$ cat config.mk
export PLATFORM = sky130hd
export DESIGN_NAME = im_boot_loader
export DESIGN_NICKNAME = d
export VERILOG_FILES = /design/src/rtl/im_boot_loader_pkg.sv /design/src/rtl/im_boot_loader_byte_packer.sv /design/src/rtl/im_boot_loader.sv
export SDC_FILE = /design/constraint.sdc
export NUM_CORES = 1
export LEC_CHECK = 0
export ABC_AREA = 1
export CORE_MARGIN = 3
export CORE_UTILIZATION = 57
export DETAILED_ROUTE_END_ITERATION = 7
export GPL_TIMING_DRIVEN = 0
export PLACE_DENSITY = 0.78
export SLEW_MARGIN = 20
export SYNTH_ARGS = -nofsm -noshare
export SYNTH_HDL_FRONTEND = slang
export SYNTH_SLANG_ARGS = --single-unit
$ cat constraint.sdc
create_clock -name clk -period 2.2 [get_ports clk]
set_input_delay 0.44 -clock clk [delete_from_list [all_inputs] [get_ports clk]]
set_output_delay 0.44 -clock clk [all_outputs]
set_load 0.005 [all_outputs]
$ cat src/rtl/im_boot_loader_pkg.sv
// Shared definitions for the instruction-memory boot loader.
// State encoding and SRAM write-enable constants.
package im_boot_loader_pkg;

    typedef enum logic [2:0] {
        S_IDLE,
        S_LEN,
        S_DATA,
        S_CSUM,
        S_DONE,
        S_ERR
    } state_t;

    localparam logic [3:0] WEN_FULL = 4'b1111;
    localparam logic [3:0] WEN_NONE = 4'b0000;

endpackage

$ cat src/rtl/im_boot_loader_byte_packer.sv
// Assembles four accepted bytes into a little-endian 32-bit word.
// word_valid pulses in the cycle the fourth byte is accepted.
module im_boot_loader_byte_packer (
    input  logic        clk,
    input  logic        rst,
    input  logic        clear,
    input  logic        byte_en,
    input  logic [7:0]  byte_in,
    output logic        word_valid,
    output logic [31:0] word
);

    logic [1:0]  cnt;
    logic [31:0] sr;

    // Newest byte enters at the top so the first byte ends up in [7:0].
    assign word       = {byte_in, sr[31:8]};
    assign word_valid = byte_en && (cnt == 2'd3);

    always_ff @(posedge clk) begin
        if (!rst) begin
            cnt <= 2'd0;
            sr  <= 32'd0;
        end else if (clear) begin
            cnt <= 2'd0;
            sr  <= 32'd0;
        end else if (byte_en) begin
            cnt <= cnt + 2'd1;
            sr  <= word;
        end
    end

endmodule

$ cat src/rtl/im_boot_loader.sv
// Streams a length-prefixed, checksummed image into instruction SRAM
// and holds the core in reset until the image has been verified.
module im_boot_loader
    import im_boot_loader_pkg::*;
#(
    parameter int unsigned          ADDR_W    = 16,
    parameter logic [ADDR_W-1:0]    BASE_ADDR = 16'h0000,
    parameter int unsigned          MAX_WORDS = 16384
) (
    input  logic              clk,
    input  logic              rst,
    input  logic              start,
    input  logic              in_valid,
    input  logic [7:0]        in_data,
    output logic              in_ready,
    output logic [3:0]        im_w_en,
    output logic [ADDR_W-1:0] im_address,
    output logic [31:0]       im_write_data,
    output logic              cpu_rst,
    output logic              busy,
    output logic              done,
    output logic              error,
    output logic [ADDR_W-1:0] words_loaded
);

    state_t            state;
    state_t            state_d;
    logic              clear;
    logic              fire;
    logic              word_valid;
    logic [31:0]       word;
    logic [ADDR_W:0]   len_q;
    logic [ADDR_W:0]   cnt_next;
    logic [ADDR_W-1:0] word_cnt;
    logic [31:0]       csum;
    logic [3:0]        w_en_q;
    logic [ADDR_W-1:0] addr_q;
    logic [31:0]       wdata_q;

    assign busy     = (state == S_LEN) || (state == S_DATA) ||
                      (state == S_CSUM);
    assign in_ready = busy;
    assign fire     = in_valid && in_ready;
    assign done     = (state == S_DONE);
    assign cpu_rst  = (state == S_DONE);
    assign error    = (state == S_ERR);

    assign im_w_en       = w_en_q;
    assign im_address    = addr_q;
    assign im_write_data = wdata_q;
    assign words_loaded  = word_cnt;

    assign cnt_next = {1'b0, word_cnt} + {{ADDR_W{1'b0}}, 1'b1};

    im_boot_loader_byte_packer u_packer (
        .clk        (clk),
        .rst        (rst),
        .clear      (clear),
        .byte_en    (fire),
        .byte_in    (in_data),
        .word_valid (word_valid),
        .word       (word)
    );

    always_comb begin
        state_d = state;
        clear   = 1'b0;
        unique case (state)
            S_IDLE, S_DONE, S_ERR: begin
                if (start) begin
                    state_d = S_LEN;
                    clear   = 1'b1;
                end
            end
            S_LEN: begin
                if (word_valid) begin
                    if (word == 32'd0 || word > MAX_WORDS)
                        state_d = S_ERR;
                    else
                        state_d = S_DATA;
                end
            end
            S_DATA: begin
                if (word_valid && cnt_next == len_q)
                    state_d = S_CSUM;
            end
            S_CSUM: begin
                if (word_valid)
                    state_d = (word == csum) ? S_DONE : S_ERR;
            end
            default: state_d = S_IDLE;
        endcase
    end

    always_ff @(posedge clk) begin
        if (!rst) begin
            state    <= S_IDLE;
            len_q    <= '0;
            word_cnt <= '0;
            csum     <= 32'd0;
            w_en_q   <= WEN_NONE;
            addr_q   <= BASE_ADDR;
            wdata_q  <= 32'd0;
        end else begin
            state  <= state_d;
            w_en_q <= WEN_NONE;
            if (clear) begin
                len_q    <= '0;
                word_cnt <= '0;
                csum     <= 32'd0;
            end
            if (state == S_LEN && word_valid)
                len_q <= word[ADDR_W:0];
            // Register the completed word so the write lands one cycle later.
            if (state == S_DATA && word_valid) begin
                w_en_q   <= WEN_FULL;
                addr_q   <= BASE_ADDR + word_cnt;
                wdata_q  <= word;
                csum     <= csum + word;
                word_cnt <= word_cnt + {{(ADDR_W-1){1'b0}}, 1'b1};
            end
        end
    end

endmodule

==> flow_metrics.env, run 1 <==
export IMPL_timing_hold_violations_final=0
export IMPL_fin_skew_ns=0.008378
export IMPL_totalWireLength_um=25320
export IMPL_synth_cell_types=47
export IMPL_slowest_delay_ns=0.54
export IMPL_timing_critical_path_fanout_max=6
export IMPL_synth_flop_cell="sky130_fd_sc_hd__dfxtp_1"
export IMPL_power_leakage_nw=4.058
export IMPL_multi_input_comb_area_mm2=0.004489
export IMPL_clk_pin_slew_worst_paths_ns=0.06
export IMPL_die_h_um=122.8
export IMPL_vias=8332
export IMPL_wl_per_cell_um=17.66
export IMPL_floorplan_initialDensity_pct=58.52
export IMPL_layout_cell_area_non_filler_mm2=0.009833
export IMPL_rsz_0062_raised_after_global_routing="true"
export IMPL_core_area_mm2=0.01330
export IMPL_switchingPower_mw=2.627
export IMPL_final_nets=1292
export IMPL_cp_cell_sequence="clkdlybuf4s50_1 -> ha_4 -> nand2_1 -> o21ai_0 -> nand3_1 -> a21oi_1 -> nor3_2 -> nand2_1 -> o21ai_1 -> o21ai_1"
export IMPL_crit_required_ns=2.56
export IMPL_placementRows=42
export IMPL_power_total_mw=7.830
export IMPL_worst_pin_slew_ns=0.6591
export IMPL_register_area_mm2=0.002883
export IMPL_clockRootBuffer="sky130_fd_sc_hd__clkbuf_16"
export IMPL_grt_pass1_vias=7391
export IMPL_pin_count=85
export IMPL_reg2reg_depth=11
export IMPL_worst_ep_arrival_time_ns=2.55
export IMPL_finalWorstPathRequiredPeriod_ns=2.185
export IMPL_count_of_flip_flops_with_a_built_in_enable_after_synthesis=0
export IMPL_post_dp_cell_area_mm2=0.008831
export IMPL_synth_async_reset_ratio_pct=0
export IMPL_final_setup_viol_count=0
export IMPL_worstHoldPathCells=3
export IMPL_power_switching_share_pct=33.56
export IMPL_combinational_power_share_pct=23.3
export IMPL_cts_sink_count=143
export IMPL_timing_fmax_mhz=457.7
export IMPL_cts_made_buffers=17
export IMPL_globalRouteTotalUtil_pct=33.02
export IMPL_total_gr_overflow=0
export IMPL_via_per_inst=5.810
export IMPL_dr_pass1_iters=5
export IMPL_holdCritPathClass="primary input to flip-flop"
export IMPL_post_route_clock_period_utilization_pct=99.30
export IMPL_grt_start_max_net_pins=17
export IMPL_antenna_violations_before_repair=0
export IMPL_fp_dieArea_mm2=0.01509
export IMPL_first_pass_grt_wire_length_um=38350
export IMPL_max_slew_margin_pct=56.06
export IMPL_final_layout_size_suffix_gt1_share_pct=13.83
export IMPL_cts_hold_buffers=0
export IMPL_critical_path_slowest_cell="sky130_fd_sc_hd__clkdlybuf4s50_1"
export IMPL_postLayoutCoreUtil_pct=73.96
export IMPL_number_of_register_bits_inferred_by_synthesis=143
export IMPL_end_kind="flip-flop"
export IMPL_initial_drt_markers=875
export IMPL_max_vdd_ir_drop_mv=0.6027
export IMPL_antenna_cells=0
export IMPL_synth_cell_area_mm2=0.007780
export IMPL_tritoncts="built"
export IMPL_timing_setup_tns_ns=0
export IMPL_syn_to_final_growth_pct=26.39
export IMPL_cp_start_kind="primary input"
export IMPL_seq_power_share_pct=37.6
export IMPL_clockPowerShare_pct=39.1
export IMPL_power_report_internal_total_mw=5.202
export IMPL_criticalPathCategory="primary input to flip-flop"
export IMPL_cts_max_level=4
export IMPL_slew_viol_final=0
export IMPL_ant_nets=0
export IMPL_syn_area_per_cell_um2=6.843
export IMPL_insertion_delay_ns=0.43
export IMPL_remaining_drc_errors=0
export IMPL_post_synth_inst_count=1137
export IMPL_seq_area_frac_synth_pct=36.80
export IMPL_cts_buffer_depth=2
export IMPL_synth_fp_nets=1183
export IMPL_routabilityCongestion=1.023
export IMPL_die_width_um=122.8
export IMPL_numPortBuffers=83
export IMPL_final_cell_mix="sky130_fd_sc_hd__nand2_1 (219), sky130_fd_sc_hd__dfxtp_1 (133), sky130_fd_sc_hd__a21oi_1 (122), sky130_fd_sc_hd__inv_1 (118), sky130_fd_sc_hd__nor2_1 (113)"
export IMPL_layout_commonest_cell="sky130_fd_sc_hd__nand2_1"
export IMPL_outcome="finished, final reports clean"
export IMPL_nFillCells=1094
export IMPL_maxCapViolations=0
export IMPL_ys_warnings_count=0
export IMPL_power_per_cell_area_mw_per_mm2=796.2
export IMPL_dp_final_hpwl_um=18530
-- worst max-delay path, delay by kind of cell --
family,cells,cell delay [ns]
AO/OA/AOI/OAI,4,0.81
buffers and inverters,1,0.54
adder cells (fa/ha/maj),1,0.38
AND/OR/NAND/NOR,4,0.37
-- state kept, by name, indices dropped and copies added, names as in the netlist --
name / count
csum: 32
u_packer.cnt: 2
words_loaded: 16
state: 3
u_packer.sr: 24
im_w_en: 1
im_write_data: 32
len_q: 17
im_address: 16
-- cell usage after synthesis, types with 15 or more instances --
library cell | number | area share, %
sky130_fd_sc_hd__nand2_1 | 225 | 11
sky130_fd_sc_hd__dfxtp_1 | 143 | 37
sky130_fd_sc_hd__a21oi_1 | 132 | 8.5
sky130_fd_sc_hd__inv_1 | 121 | 5.8
sky130_fd_sc_hd__nor2_1 | 119 | 5.7
sky130_fd_sc_hd__o21ai_0 | 95 | 6.1
sky130_fd_sc_hd__nand3_1 | 71 | 4.6
sky130_fd_sc_hd__ha_1 | 33 | 5.3
sky130_fd_sc_hd__o21ai_1 | 21 | 1.4
sky130_fd_sc_hd__buf_2 | 19 | 1.2
sky130_fd_sc_hd__clkbuf_1 | 17 | 0.82
sky130_fd_sc_hd__o22ai_1 | 16 | 1.3
sky130_fd_sc_hd__nand4_1 | 15 | 1.2
-- routing by layer --
metal	track usage (%)	vias to the layer above	routed length (µm)
met2	48.00	422	10720
li1	-	4035	-
met1	46.20	3807	11230
met3	9.770	68	2712
met5	0	-	0
met4	12.18	0	663
-- kinds of logic (layout without fill, tap and decap cells) --
kind of cell | Yosys count | in the layout | share of synthesized area [%]
AO/OA/AOI/OAI | 293 | 293 | 20.31
XOR/XNOR | 5 | 5 | 0.5629
adder cells (fa/ha/maj) | 34 | 34 | 5.565
buffers and inverters | 177 | 298 | 9.312
flip-flops | 143 | 143 | 36.80
AND/OR/NAND/NOR | 485 | 485 | 27.45
-- cell type report --
| class | count | area share (%) |
|---|---|---|
| sequential | 143 | 29.32 |
| clock buffer | 18 | 4.466 |
| tap | 176 | 2.239 |
| inverter | 133 | 5.102 |
| multi-input combinational | 817 | 45.65 |
| timing repair buffer | 90 | 9.060 |
| clock inverter | 13 | 1.807 |
| buffer | 44 | 2.354 |
-- path summary, 6_finish.rpt --
check | from | end | slack (ns)
setup / recovery | in_data[0] | csum[29]$_SDFFE_PN0P_ | 0.02
hold / removal | in_data[2] | u_packer.sr[26]$_SDFFE_PP0P_ | 0.45
setup reg to reg | u_packer.sr[24]$_SDFFE_PP0P_ | csum[29]$_SDFFE_PN0P_ | 0.07
hold reg to reg | csum[15]$_SDFFE_PN0P_ | csum[15]$_SDFFE_PN0P_ | 0.46
-- power groups by stage --
stage	clock, mW	combinational [mW]	sequential [mW]
floorplan	0	1.21	2.90
global placement	0	1.69	2.98
detailed placement	0	1.70	2.99
CTS	3.07	1.74	2.93
global route	3.17	2.02	2.96
finish	3.06	1.83	2.94
-- per-stage QoR --
step	std cells	hold slack (ns)	worst slack, ns
floorplan	1137	0.4299	0.1905
global placement	1396	0.4418	-0.6162
detailed placement	1396	0.4521	-0.6304
CTS	1427	0.4621	0.005379
global route	1434	0.4812	-0.1173
finish	1434	0.4521	0.01538
-- what timing repair did --
action / in CTS / in global routing
pin swaps: 1 / 9
gates resized for setup: 20 / 73
setup buffers: 0 / 7
setup endpoints to repair: 18 / 32
Note: power is estimated with default switching activity, not from simulation.
==> run 2, diff against run 1 <==
- ABC_AREA: 1 -> default
- PLACE_DENSITY: 0.78 -> 0.79
- SKIP_CTS_REPAIR_TIMING: default -> 1
==> run 2 against run 1 <==
Compared with the run above: the flow now finishes with violations (negative setup slack); critical endpoint is now csum[30]$_SDFFE_PN0P_; combinational power decreased by 41%; non-clock buffer count rose by 20; synthesized cell count fell by 17%.
==> flow_metrics.env, run 2 <==
export IMPL_cts_sink_count=143
export IMPL_synth_async_reset_ratio_pct=0
export IMPL_syn_to_final_growth_pct=35.30
export IMPL_fin_skew_ns=0.008503
export IMPL_crit_required_ns=2.50
export IMPL_nFillCells=859
export IMPL_grtUsageMet1_pct=37.19
export IMPL_finalWorstPathRequiredPeriod_ns=2.687
export IMPL_core_area_mm2=0.01267
export IMPL_max_vdd_ir_drop_mv=0.6018
export IMPL_die_width_um=120.2
export IMPL_wl_per_cell_um=18.43
export IMPL_count_of_flip_flops_with_a_built_in_enable_after_synthesis=0
export IMPL_grt_start_max_net_pins=17
export IMPL_final_setup_viol_count=23
export IMPL_gr_usage_met3_pct=6.174
export IMPL_synth_top_cell_by_area="sky130_fd_sc_hd__dfxtp_1"
export IMPL_cts_made_buffers=17
export IMPL_first_pass_grt_wire_length_um=34430
export IMPL_floorplan_initialDensity_pct=58.71
export IMPL_rsz_0062_raised_after_global_routing="true"
export IMPL_final_nets=1107
export IMPL_power_per_cell_area_mw_per_mm2=679.7
export IMPL_via_per_inst=5.965
export IMPL_failed_checks="negative setup slack"
export IMPL_layout_commonest_cell="sky130_fd_sc_hd__nand2_1"
export IMPL_timing_hold_violations_final=0
export IMPL_timing_final_ws_setup_ns=-0.4868
export IMPL_yosys_cell_count_top_type="sky130_fd_sc_hd__nand2_1"
export IMPL_cp_start_kind="flip-flop"
export IMPL_groute_layer_met2_usage_pct=52.05
export IMPL_ant_nets=0
export IMPL_cts_buffer_depth=2
export IMPL_maxCapViolations=0
export IMPL_fp_dieArea_mm2=0.01446
export IMPL_totalWireLength_um=22960
export IMPL_tritoncts="built"
export IMPL_max_slew_margin_pct=57.31
export IMPL_final_cell_mix="sky130_fd_sc_hd__nand2_1 (224), sky130_fd_sc_hd__dfxtp_1 (114), sky130_fd_sc_hd__clkdlybuf4s50_1 (83), sky130_fd_sc_hd__a21boi_0 (69), sky130_fd_sc_hd__a21oi_1 (50)"
export IMPL_clk_pin_slew_worst_paths_ns=0.06
export IMPL_pin_count=85
export IMPL_post_synth_inst_count=945
export IMPL_routabilityCongestion=0.9616
export IMPL_place_worst_setup_slack_ns=-0.8745
export IMPL_post_route_clock_period_utilization_pct=122.1
export IMPL_synth_flop_cell="sky130_fd_sc_hd__dfxtp_1"
export IMPL_postLayoutCoreUtil_pct=79.44
export IMPL_seq_area_frac_synth_pct=38.48
export IMPL_clockRootBuffer="sky130_fd_sc_hd__clkbuf_16"
export IMPL_timing_fmax_mhz=372.2
export IMPL_criticalPathCategory="flip-flop to flip-flop"
export IMPL_outcome="complete, but fails checks"
export IMPL_initial_drt_markers=763
export IMPL_cts_max_level=4
export IMPL_syn_area_per_cell_um2=7.873
export IMPL_holdCritPathClass="primary input to flip-flop"
export IMPL_worst_ep_arrival_time_ns=2.99
export IMPL_placementRows=41
export IMPL_synthDominantCellAreaShare_pct=38.48
export IMPL_antenna_violations_before_repair=0
export IMPL_end_kind="flip-flop"
export IMPL_antenna_cells=0
export IMPL_dr_pass1_iters=5
export IMPL_timing_critical_path_fanout_max=3
export IMPL_insertion_delay_ns=0.43
export IMPL_globalRouteTotalUtil_pct=29.97
export IMPL_remaining_drc_errors=0
export IMPL_total_gr_overflow=0
export IMPL_synth_cell_area_mm2=0.007440
export IMPL_largest_cells_by_area_after_synthesis="sky130_fd_sc_hd__dfxtp_1 (38%), sky130_fd_sc_hd__nand2_1 (12%), sky130_fd_sc_hd__a21boi_0 (7.1%)"
export IMPL_die_h_um=120.2
export IMPL_vias=7433
export IMPL_yosys_top_cells_count="sky130_fd_sc_hd__nand2_1 (229), sky130_fd_sc_hd__dfxtp_1 (143), sky130_fd_sc_hd__a21boi_0 (70)"
export IMPL_synth_fp_nets=991
export IMPL_grt_pass1_vias=6683
export IMPL_power_leakage_nw=3.643
export IMPL_synth_cell_types=59
export IMPL_final_layout_size_suffix_gt1_share_pct=18.99
export IMPL_number_of_register_bits_inferred_by_synthesis=143
export IMPL_grt_busiest_layer="met2"
export IMPL_numPortBuffers=84
export IMPL_r2r_setup_slack_ns=-0.49
export IMPL_dp_final_hpwl_um=15410
export IMPL_worst_pin_slew_ns=0.6404
export IMPL_ys_warnings_count=0
export IMPL_slew_viol_final=0
==> run 2: critical path: stages, from the launching register on <==
cell	delay, ns
sky130_fd_sc_hd__dfxtp_4	0.36
sky130_fd_sc_hd__ha_4	0.17
sky130_fd_sc_hd__fa_2	0.37
sky130_fd_sc_hd__a21o_1	0.17
sky130_fd_sc_hd__a21o_1	0.18
sky130_fd_sc_hd__and3_4	0.19
sky130_fd_sc_hd__or4_4	0.46
sky130_fd_sc_hd__nand3_4	0.12
sky130_fd_sc_hd__a21oi_4	0.09
sky130_fd_sc_hd__o2111ai_2	0.20
sky130_fd_sc_hd__and3b_1	0.18
sky130_fd_sc_hd__o31ai_1	0.07
==> run 2: power breakdown <==
| group | internal [mW] | total [mW] | switching, mW |
|---|---|---|---|
| clock network | 1.85 | 3.00 | 1.15 |
| registers | 2.64 | 2.76 | 0.118 |
| logic | 0.392 | 1.08 | 0.689 |
| total | 4.88 | 6.84 | 1.96 |
==> run 2: kinds of logic after synthesis <==
group | count (synthesis) | synth area share, %
AO/OA/AOI/OAI | 242 | 21.26
XOR/XNOR | 54 | 6.357
adder cells (fa/ha/maj) | 34 | 5.819
buffers and inverters | 71 | 3.885
flip-flops | 143 | 38.48
multiplexers | 1 | 0.1345
AND/OR/NAND/NOR | 400 | 24.07
==> run 2: worst paths after layout <==
check,start,to,depth (start not counted)
setup reg to reg,u_packer.sr[8]$_SDFFE_PP0P_,csum[30]$_SDFFE_PN0P_,11
setup / recovery,u_packer.sr[8]$_SDFFE_PP0P_,csum[30]$_SDFFE_PN0P_,11
hold / removal,in_data[5],u_packer.sr[29]$_SDFFE_PP0P_,3
hold reg to reg,csum[26]$_SDFFE_PN0P_,csum[26]$_SDFFE_PN0P_,2
==> run 2: cell type report <==
type                       count  area, µm²  area share (%)
clock inverter                12      156.4           1.554
timing repair buffer         105       1020           10.13
clock buffer                  20      456.7           4.537
inverter                      14      52.55          0.5221
multi-input combinational    731       5005           49.72
sequential                   143       2932           29.12
tap                          172      215.2           2.138
buffer                        49      229.0           2.275
==> run 2: per-stage QoR <==
step	hold WS [ns]	instance area (µm²)	instances	setup TNS, ns	power [mW]
after detailed placement	0.4486	8702	1201	-43.81	3.742
after floorplan	0.4291	7646	945	-3.156	3.377
after CTS	0.4564	9315	1233	-29.38	6.702
after global placement	0.4405	8702	1201	-42.98	3.739
final	0.4240	10070	1246	-8.009	6.842
after global routing	0.4361	10070	1246	-9.939	7.069
==> run 2: routing by layer <==
metal,share of wire [%],up-vias
li1,-,3524
met1,39,3477
met2,50,364
met3,7.7,68
met4,3.5,0
met5,0,-
==> run 3, diff against run 2 <==
- SYNTH_HIERARCHICAL: default -> 1
==> run 3 against run 2 <==
Compared with the run above: the run still ends with negative setup slack left; non-clock buffer count increased by 34; synthesized cell count decreased by 3.7%; critical path depth decreased by 1; clock skew decreased by 0.0040 ns; die area increased by 2.7%; sequential share of layout area decreased by 0.98 points; global-route usage decreased by 1.3 points; cell count decreased by 0.64%; register-to-register slack got worse by 0.05 ns; worst setup slack got worse by 0.052 ns; combinational power increased by 33%.
==> flow_metrics.env, run 3 <==
export IMPL_outcome="complete, but fails checks"
export IMPL_failed_checks="negative setup slack"
export IMPL_syn_to_final_growth_pct=36.01
export IMPL_cts_made_buffers=17
export IMPL_critical_path_top_cell_by_count="sky130_fd_sc_hd__a21o_1"
export IMPL_seq_area_frac_synth_pct=37.43
export IMPL_layout_commonest_cell="sky130_fd_sc_hd__nand2_1"
export IMPL_synth_async_reset_ratio_pct=0
export IMPL_slew_viol_final=0
export IMPL_die_h_um=121.8
export IMPL_synth_cell_types=63
export IMPL_fin_skew_ns=0.004512
export IMPL_cts_max_level=4
export IMPL_totalWireLength_um=22690
export IMPL_synth_fp_nets=956
export IMPL_timing_fmax_mhz=365.1
export IMPL_first_pass_grt_wire_length_um=33310
export IMPL_number_of_register_bits_inferred_by_synthesis=143
export IMPL_ys_warnings_count=6
export IMPL_timing_hold_violations_final=0
export IMPL_dp_final_hpwl_um=15270
export IMPL_final_setup_viol_count=19
export IMPL_synthDominantCellAreaShare_pct=37.43
export IMPL_dr_pass1_iters=5
export IMPL_initial_drt_markers=731
export IMPL_die_width_um=121.8
export IMPL_globalRouteTotalUtil_pct=28.72
export IMPL_ant_nets=0
export IMPL_max_slew_margin_pct=59.29
export IMPL_post_route_clock_period_utilization_pct=124.5
export IMPL_max_vdd_ir_drop_mv=0.4771
export IMPL_power_total_mw=7.324
export IMPL_stdcell_count=1238
export IMPL_rsz_0062_raised_after_global_routing="true"
export IMPL_count_of_flip_flops_with_a_built_in_enable_after_synthesis=0
export IMPL_postLayoutCoreUtil_pct=80.79
export IMPL_largest_cells_by_area_after_synthesis="sky130_fd_sc_hd__dfxtp_1 (37%), sky130_fd_sc_hd__nand2_1 (6.6%), sky130_fd_sc_hd__ha_1 (5.4%)"
export IMPL_critical_path_slowest_cell="sky130_fd_sc_hd__dfxtp_1"
export IMPL_place_worst_setup_slack_ns=-0.9676
export IMPL_worst_pin_slew_ns=0.6106
export IMPL_synth_flop_cell="sky130_fd_sc_hd__dfxtp_1"
export IMPL_insertion_delay_ns=0.42
export IMPL_yosys_cell_count_top_type="sky130_fd_sc_hd__dfxtp_1"
export IMPL_final_nets=1099
export IMPL_vias=7260
export IMPL_floorplan_initialDensity_pct=59.40
export IMPL_worst_ep_arrival_time_ns=3.05
export IMPL_cts_sink_count=143
export IMPL_antenna_violations_before_repair=0
export IMPL_synth_cell_area_mm2=0.007649
export IMPL_placementRows=41
export IMPL_maxCapViolations=0
export IMPL_routabilityCongestion=0.8897
export IMPL_slowest_delay_ns=0.60
export IMPL_remaining_drc_errors=0
export IMPL_clk_pin_slew_worst_paths_ns=0.06
export IMPL_wl_per_cell_um=18.33
export IMPL_cts_buffer_depth=2
export IMPL_power_per_cell_area_mw_per_mm2=704.1
export IMPL_syn_area_per_cell_um2=8.405
export IMPL_clockRootBuffer="sky130_fd_sc_hd__clkbuf_16"
export IMPL_criticalPathCategory="flip-flop to flip-flop"
export IMPL_timing_critical_path_fanout_max=6
export IMPL_cp_start_kind="flip-flop"
export IMPL_timing_final_ws_setup_ns=-0.5392
export IMPL_crit_required_ns=2.51
export IMPL_synth_top_cell_by_area="sky130_fd_sc_hd__dfxtp_1"
export IMPL_numPortBuffers=84
export IMPL_yosys_top_cells_count="sky130_fd_sc_hd__dfxtp_1 (143), sky130_fd_sc_hd__nand2_1 (134), sky130_fd_sc_hd__nor2_1 (61)"
export IMPL_cp_cell_sequence="ha_1 -> a21o_1 -> a21o_1 -> a21oi_1 -> o21ai_4 -> a31oi_4 -> o211ai_1 -> a31oi_1 -> xor2_1 -> o21ai_1"
export IMPL_timing_setup_tns_ns=-5.338
export IMPL_grt_pass1_vias=6316
export IMPL_via_per_inst=5.864
export IMPL_final_cell_mix="sky130_fd_sc_hd__nand2_1 (131), sky130_fd_sc_hd__dfxtp_1 (113), sky130_fd_sc_hd__clkdlybuf4s50_1 (80), sky130_fd_sc_hd__buf_4 (57), sky130_fd_sc_hd__nor2_1 (55)"
export IMPL_numPlacedInstances=1166
export IMPL_finalWorstPathRequiredPeriod_ns=2.739
export IMPL_final_layout_size_suffix_gt1_share_pct=22.61
export IMPL_end_kind="flip-flop"
export IMPL_power_leakage_nw=3.932
export IMPL_holdCritPathClass="flip-flop to flip-flop"
export IMPL_tritoncts="built"
export IMPL_core_area_mm2=0.01288
export IMPL_pin_count=85
export IMPL_grt_start_max_net_pins=17
export IMPL_total_gr_overflow=0
export IMPL_antenna_cells=0
export IMPL_fp_dieArea_mm2=0.01485
export IMPL_post_synth_inst_count=910
[run 3: cell count changes in the layout (fill, tap and decap cells not counted), sizes merged, moves of 21 or more]
| cell | delta |
|---|---|
| nand2 | -93 |
| buf | +43 |
| nor2b | +32 |
| a22oi | +29 |
| mux2i | +27 |
| nor2 | +23 |
| a21oi | -21 |
[run 3: metal layers]
layer | wire length, µm | track usage (%)
met1 | 9716 | 41.57
met5 | 0 | 0
met4 | 578 | 9.314
met2 | 10340 | 43.61
met3 | 2057 | 5.060
[run 3: through the flow]
stage                     hold slack, ns  cell area (µm²)
final                             0.4527            10400
after global routing              0.4701            10400
after CTS                         0.4639             9658
after detailed placement          0.4500             9024
after global placement            0.4393             9024
after floorplan                   0.4239             7968
[run 3: cells by family (layout without fill, tap and decap cells)]
kind of cell,after synthesis,count (layout),synth area share (%)
AND/OR/NAND/NOR,346,346,22.00
AO/OA/AOI/OAI,233,233,20.43
flip-flops,143,143,37.43
buffers and inverters,77,233,5.202
XOR/XNOR,49,49,5.611
adder cells (fa/ha/maj),34,34,5.660
multiplexers,28,28,3.664
[run 3: worst max-delay path, delay by kind of cell, from the launching register on]
family                     cells  cell delay, ns
xor gates and xnor gates       1            0.18
AOI/OAI and AO/OA              8            1.43
adders and majority gates      1            0.40
DFF                            1            0.60
[run 3: final timing paths]
kind / slack [ns] / endpoint / start / cells after the start
worst min-delay path: 0.45 / csum[23]$_SDFFE_PN0P_ / csum[23]$_SDFFE_PN0P_ / 2
worst min register to register: 0.45 / csum[23]$_SDFFE_PN0P_ / csum[23]$_SDFFE_PN0P_ / 2
worst max register to register: -0.54 / csum[30]$_SDFFE_PN0P_ / u_packer/sr[19]$_SDFFE_PP0P_ / 10
worst max-delay path: -0.54 / csum[30]$_SDFFE_PN0P_ / u_packer/sr[19]$_SDFFE_PP0P_ / 10
[run 3: layout make-up]
| class | count | area, µm² |
|---|---|---|
| clock inverters | 14 | 205.2 |
| repair buffers | 126 | 1179 |
| flip-flops and latches | 143 | 2928 |
| clock buffers | 18 | 429.2 |
| multi-input cells | 690 | 4926 |
| inverters | 13 | 51.30 |
| fillers | 834 | 2474 |
| plain buffers | 62 | 469.2 |
| well taps | 172 | 215.2 |
[run 3: where the power goes]
| part | switching [mW] | total [mW] | internal [mW] |
|---|---|---|---|
| clock | 1.19 | 3.11 | 1.92 |
| combinational | 0.757 | 1.44 | 0.685 |
| sequential | 0.125 | 2.77 | 2.65 |
